**config.mk**
```make
export PLATFORM = sky130hd
export DESIGN_NAME = mms_stream_nnum
export DESIGN_NICKNAME = d
export VERILOG_FILES = /design/src/rtl/mms_stream_nnum.sv
export SDC_FILE = /design/constraint.sdc
export NUM_CORES = 1
export LEC_CHECK = 0
export BUFFER_PORTS_ARGS = -buffer_cell sky130_fd_sc_hd__buf_2
export CAP_MARGIN = 10
export CORE_UTILIZATION = 30
export CTS_BUF_LIST = sky130_fd_sc_hd__clkbuf_4 sky130_fd_sc_hd__clkbuf_8
export DETAILED_ROUTE_END_ITERATION = 10
export HOLD_SLACK_MARGIN = 0.08
export SLEW_MARGIN = 20
export SYNTH_ARGS = -nofsm -noshare
export SYNTH_HDL_FRONTEND = slang
export SYNTH_SLANG_ARGS = --single-unit
```
**constraint.sdc**
```tcl
create_clock -name clk -period 2.6 [get_ports clk]
set_input_delay 0.65 -clock clk [delete_from_list [all_inputs] [get_ports clk]]
set_output_delay 0.65 -clock clk [all_outputs]
set_load 0.01 [all_outputs]
```
**src/rtl/mms_stream_nnum.sv**
```systemverilog
// mms_stream_nnum: streaming max/min selector over frames of NUM unsigned samples.
//
// One sample is accepted per in_valid cycle. There is no backpressure. The mode is
// captured from select on the first sample of each frame and held for the rest of
// that frame. When the NUM-th sample is accepted, the selected value is registered
// into result, and out_valid pulses for one cycle.
//
// Optional feature: define MMS_INDEX_EN to add result_idx. This output is the
// frame-relative position of the winning sample.
//
// Ports:
//   clk        rising-edge clock
//   reset      asynchronous active-high reset
//   clear      synchronous abort of the current frame; a sample in the same cycle is dropped
//   in_valid   in_data is valid this cycle
//   select     0 = max, 1 = min; sampled on the first sample of a frame only
//   in_data    sample, WIDTH bits unsigned
//   result     selected value of the last completed frame
//   out_valid  one-cycle pulse when result updates
//   busy       a frame is in progress
//   result_idx winner position 0..NUM-1 (MMS_INDEX_EN only)

module mms_stream_nnum #(
  parameter int unsigned WIDTH = 8,
  parameter int unsigned NUM   = 4,
  localparam int unsigned CW   = $clog2(NUM)
) (
  input  logic             clk,
  input  logic             reset,
  input  logic             clear,
  input  logic             in_valid,
  input  logic             select,
  input  logic [WIDTH-1:0] in_data,
  output logic [WIDTH-1:0] result,
  output logic             out_valid,
  output logic             busy
`ifdef MMS_INDEX_EN
  ,
  output logic [CW-1:0]    result_idx
`endif
);

  localparam logic [CW-1:0] LastCnt = CW'(NUM - 1);

  typedef enum logic [0:0] {StIdle, StAcc} state_e;

  state_e           state_q, state_d;
  logic [CW-1:0]    cnt_q, cnt_d;
  logic [WIDTH-1:0] best_q, best_d;
  logic             sel_q, sel_d;
  logic [WIDTH-1:0] result_q, result_d;
  logic             valid_q, valid_d;

  logic             take;
  logic [WIDTH-1:0] final_val;

  // best is the earlier operand. Ties keep best for max and take the new sample for min.
  assign take      = (best_q < in_data) ^ sel_q;
  assign final_val = take ? in_data : best_q;

`ifdef MMS_INDEX_EN
  logic [CW-1:0] best_idx_q, best_idx_d;
  logic [CW-1:0] result_idx_q, result_idx_d;
  logic [CW-1:0] final_idx;

  // In StAcc, cnt_q equals the frame position of the sample being accepted.
  assign final_idx = take ? cnt_q : best_idx_q;
`endif

  always_comb begin
    state_d  = state_q;
    cnt_d    = cnt_q;
    best_d   = best_q;
    sel_d    = sel_q;
    result_d = result_q;
    valid_d  = 1'b0;
`ifdef MMS_INDEX_EN
    best_idx_d   = best_idx_q;
    result_idx_d = result_idx_q;
`endif
    if (clear) begin
      state_d = StIdle;
      cnt_d   = '0;
    end else if (in_valid) begin
      unique case (state_q)
        StIdle: begin
          best_d  = in_data;
          sel_d   = select;
          cnt_d   = CW'(1);
          state_d = StAcc;
`ifdef MMS_INDEX_EN
          best_idx_d = '0;
`endif
        end
        StAcc: begin
          best_d = final_val;
`ifdef MMS_INDEX_EN
          best_idx_d = final_idx;
`endif
          if (cnt_q == LastCnt) begin
            // The frame result uses the current sample, not the registered best.
            result_d = final_val;
            valid_d  = 1'b1;
            cnt_d    = '0;
            state_d  = StIdle;
`ifdef MMS_INDEX_EN
            result_idx_d = final_idx;
`endif
          end else begin
            cnt_d = cnt_q + 1'b1;
          end
        end
        default: state_d = StIdle;
      endcase
    end
  end

  always_ff @(posedge clk or posedge reset) begin
    if (reset) begin
      state_q  <= StIdle;
      cnt_q    <= '0;
      best_q   <= '0;
      sel_q    <= 1'b0;
      result_q <= '0;
      valid_q  <= 1'b0;
    end else begin
      state_q  <= state_d;
      cnt_q    <= cnt_d;
      best_q   <= best_d;
      sel_q    <= sel_d;
      result_q <= result_d;
      valid_q  <= valid_d;
    end
  end

`ifdef MMS_INDEX_EN
  always_ff @(posedge clk or posedge reset) begin
    if (reset) begin
      best_idx_q   <= '0;
      result_idx_q <= '0;
    end else begin
      best_idx_q   <= best_idx_d;
      result_idx_q <= result_idx_d;
    end
  end

  assign result_idx = result_idx_q;
`endif

  assign result    = result_q;
  assign out_valid = valid_q;
  assign busy      = (state_q == StAcc);

endmodule
```
==> qor.yml <==
setup_path:
  cpMaxStageDelayCell: "a2111o_1"
  crit_family: "compound AO/OA/AOI/OAI gates"
  critPathMaxStageDelay_ps: 400
  worstPathMaxFanout: 8
  path_cells: "buf_2 -> inv_1 -> ha_1 -> a2111o_1 -> and3_4 -> o41a_1 -> buf_4 -> mux2_4"
  endpoint_kind: "flip-flop"
  worst-path-buf-inv: 3
  worstSetupStartpointType: "input port"
  path_class: "in -> reg"
  worstPathArrival_ps: 2490
  critPathRequiredTime_ps: 2740
floorplanning:
  start_util_pct: 32.38
  rows: 22
  fp.dieArea_um2: 4330
  ios: 23
  core_um2: 3771
  die_h_um: 65.80
  die-width_um: 65.80
global_routing:
  grt_max_degree: 22
  grt_pass1_wl_um: 4478
  grt_pass1_vias: 990
  globalRouteOverflowTotal: 0
  antenna_found_initial: 0
  grt_usage_pct: 13.53
sta:
  setup_violations: 0
  slew_viol_final: 0
  setup_tns_ps: 0
  finalHoldViolCount: 0
  fmax_ghz: 0.4255
  rsz0062_at_grt: "false"
  worst_slack_ps: 250.0
  min_period_ps: 2350
  final.period_utilization_pct: 90.39
  maxSlewHeadroom_pct: 47.37
  worst_pin_slew_ps: 788.6
  finClkSkew_ps: 6.078
finish:
  fin_nets: 170
  syn_to_final_growth_pct: 19.77
  diodes: 0
  drive_gt1_share_pct: 30.41
  n_fill_cell: 392
clocking:
  postCtsSetupBuffers: 0
  clock_latency_ps: 260
  numClockSinks: 21
  clockBufferDepth: 2
  cts_inserted_buffers: 3
  clk_pin_slew_ps: 80
  holdBufCountCts: 0
  cts_root_buf: "clkbuf_8"
  cts_tree: "done"
  htreeDepth: 1
  cts_resized: 0
power:
  power_density_nw_per_um2: 588.7
  p_sw_share_pct: 29.71
  intPower_w: 0.0006053
  p_switching_w: 0.0002558
  pwr-share-clk_pct: 25.9
  ir_worst_vdd_v: 0.0001997
  pwr-share-seq_pct: 47.6
  combinationalPowerShare_pct: 26.5
  p_leak_nw: 0.7284
yosys:
  synthesis.nets: 141
  synth_top_area_share_pct: 43.03
  synth-seq-cells: 21
  netlist_top_cells_count: "dfrtp_1, nand2_1, nand3_1, inv_1"
  yosysSeqAreaShare_pct: 43.03
  synthMostInstantiatedCell: "dfrtp_1"
  synth_area_um2: 1221
  async_reset_ff_share_pct: 100.0
  synth_ff_type: "dfrtp_1"
  synth.avg_cell_area_um2: 10.18
  ys_warn_count: 0
  ys_top_cells_by_area: "dfrtp_1, mux2_4, ha_1"
  synth-edff-count: 0
  synth.distinct_cells: 25
  synth_top_area_cell: "dfrtp_1"
  syn-instance-count: 120
routing:
  drt_iter0_markers: 22
  wire_per_inst_um: 13.15
  wl_um: 2577
  vias: 967
  postRouteAntennaNets: 0
  drc: 0
  via_per_inst: 4.934
  dr.pass1.iters: 4
worst_hold_path:
  hold_class: "reg -> reg"
run:
  max-cap-violations: 0
placement:
  gp_congestion: 0.7632
  hpwl_um: 2054
  port_buffers: 22
  dpl_worst_slack_ps: -20.22
outcome:
  status: "finished clean"
## final cells by class
| class | instances | area (um2) | area share [%] |
|---|---|---|---|
| clock buffer | 4 | 48.80 | 3.336 |
| inverter | 11 | 41.29 | 2.823 |
| multi-input combinational | 82 | 616.8 | 42.17 |
| sequential | 21 | 525.5 | 35.93 |
| tap | 48 | 60.06 | 4.106 |
| timing repair buffer | 30 | 170.2 | 11.63 |
## power by group through the flow
stage	Clock [W]	Sequential, W	Combinational, W
finish	0.000223	0.000410	0.000228
global route	0.000240	0.000416	0.000260
CTS	0.000224	0.000410	0.000232
detailed placement	0	0.000416	0.000231
global placement	0	0.000412	0.000218
floorplan	0	0.000405	0.000158
## worst register-to-register path, delay by kind of cell, from the launching register on
| family | cells | cell delay [ps] |
|---|---|---|
| compound gates | 2 | 760 |
| flops | 1 | 410 |
| mux | 1 | 300 |
| fa+ha+maj | 1 | 280 |
| simple gates | 1 | 190 |
| buf+inv | 1 | 190 |
## cells by family (layout without fill, tap and decap cells)
logic type,Yosys count,count (layout),synth area share [%]
AND/OR/NAND/NOR,45,45,19.06
buffers and inverters,17,45,6.454
flip-flops,21,21,43.03
AO/OA/AOI/OAI,20,20,12.50
multiplexers,9,9,10.76
adder cells (fa/ha/maj),8,8,8.197
## path summary, 6_finish.rpt
kind                       slack (ps)                   from               endpoint  depth (start not counted)
setup / recovery                  250             in_data[1]  best_q[6]$_DFFE_PP0P_                          8
hold reg to reg                   490  result[1]$_DFFE_PP0P_  result[1]$_DFFE_PP0P_                          2
min in group asynchronous         530                  reset  best_q[0]$_DFFE_PP0P_                          2
max in group asynchronous        1580                  reset  best_q[4]$_DFFE_PP0P_                          2
hold / removal                    490  result[1]$_DFFE_PP0P_  result[1]$_DFFE_PP0P_                          2
setup reg to reg                  350  best_q[1]$_DFFE_PP0P_  best_q[6]$_DFFE_PP0P_                          6
## metrics by stage
step,hold slack [ps],util (%),std cells,power [W],instance area [um2]
2_1_floorplan,495.4,-,120,0.0005624,1221
3_3_place_gp,470.8,37.49,192,0.0006296,1414
3_5_place_dp,469.1,37.49,192,0.0006470,1414
4_1_cts,486.6,38.79,196,0.0008655,1463
5_1_grt,525.7,38.79,196,0.0009147,1463
6_report,487.9,38.79,196,0.0008610,1463
## routing by layer
metal,global-route usage [%],vias up,wire [um]
met5,0,-,0
met4,4.891,0,14
met3,2.069,2,108
met2,20.66,19,1171
met1,19.14,452,1282
li1,-,494,-
## cell usage in the layout (no fill, tap or decap), types with 2 or more instances in the layout
cell type   n
inv_1      10
o311ai_1    3
ha_1        8
nor2_1      2
buf_2      22
buf_4       8
clkbuf_8    3
mux2_4      8
a21oi_1     4
dfrtp_1    21
nand3_1    11
nand2b_1    2
o21ai_0     4
or4_1       8
o311ai_0    5
nand2_1    18
## sequential cells by signal, indices dropped and copies added, names as in the netlist
name / cells
sel_q: 1
busy: 1
best_q: 8
cnt_q: 2
out_valid: 1
result: 8
Power figures use the tool's default switching activity.
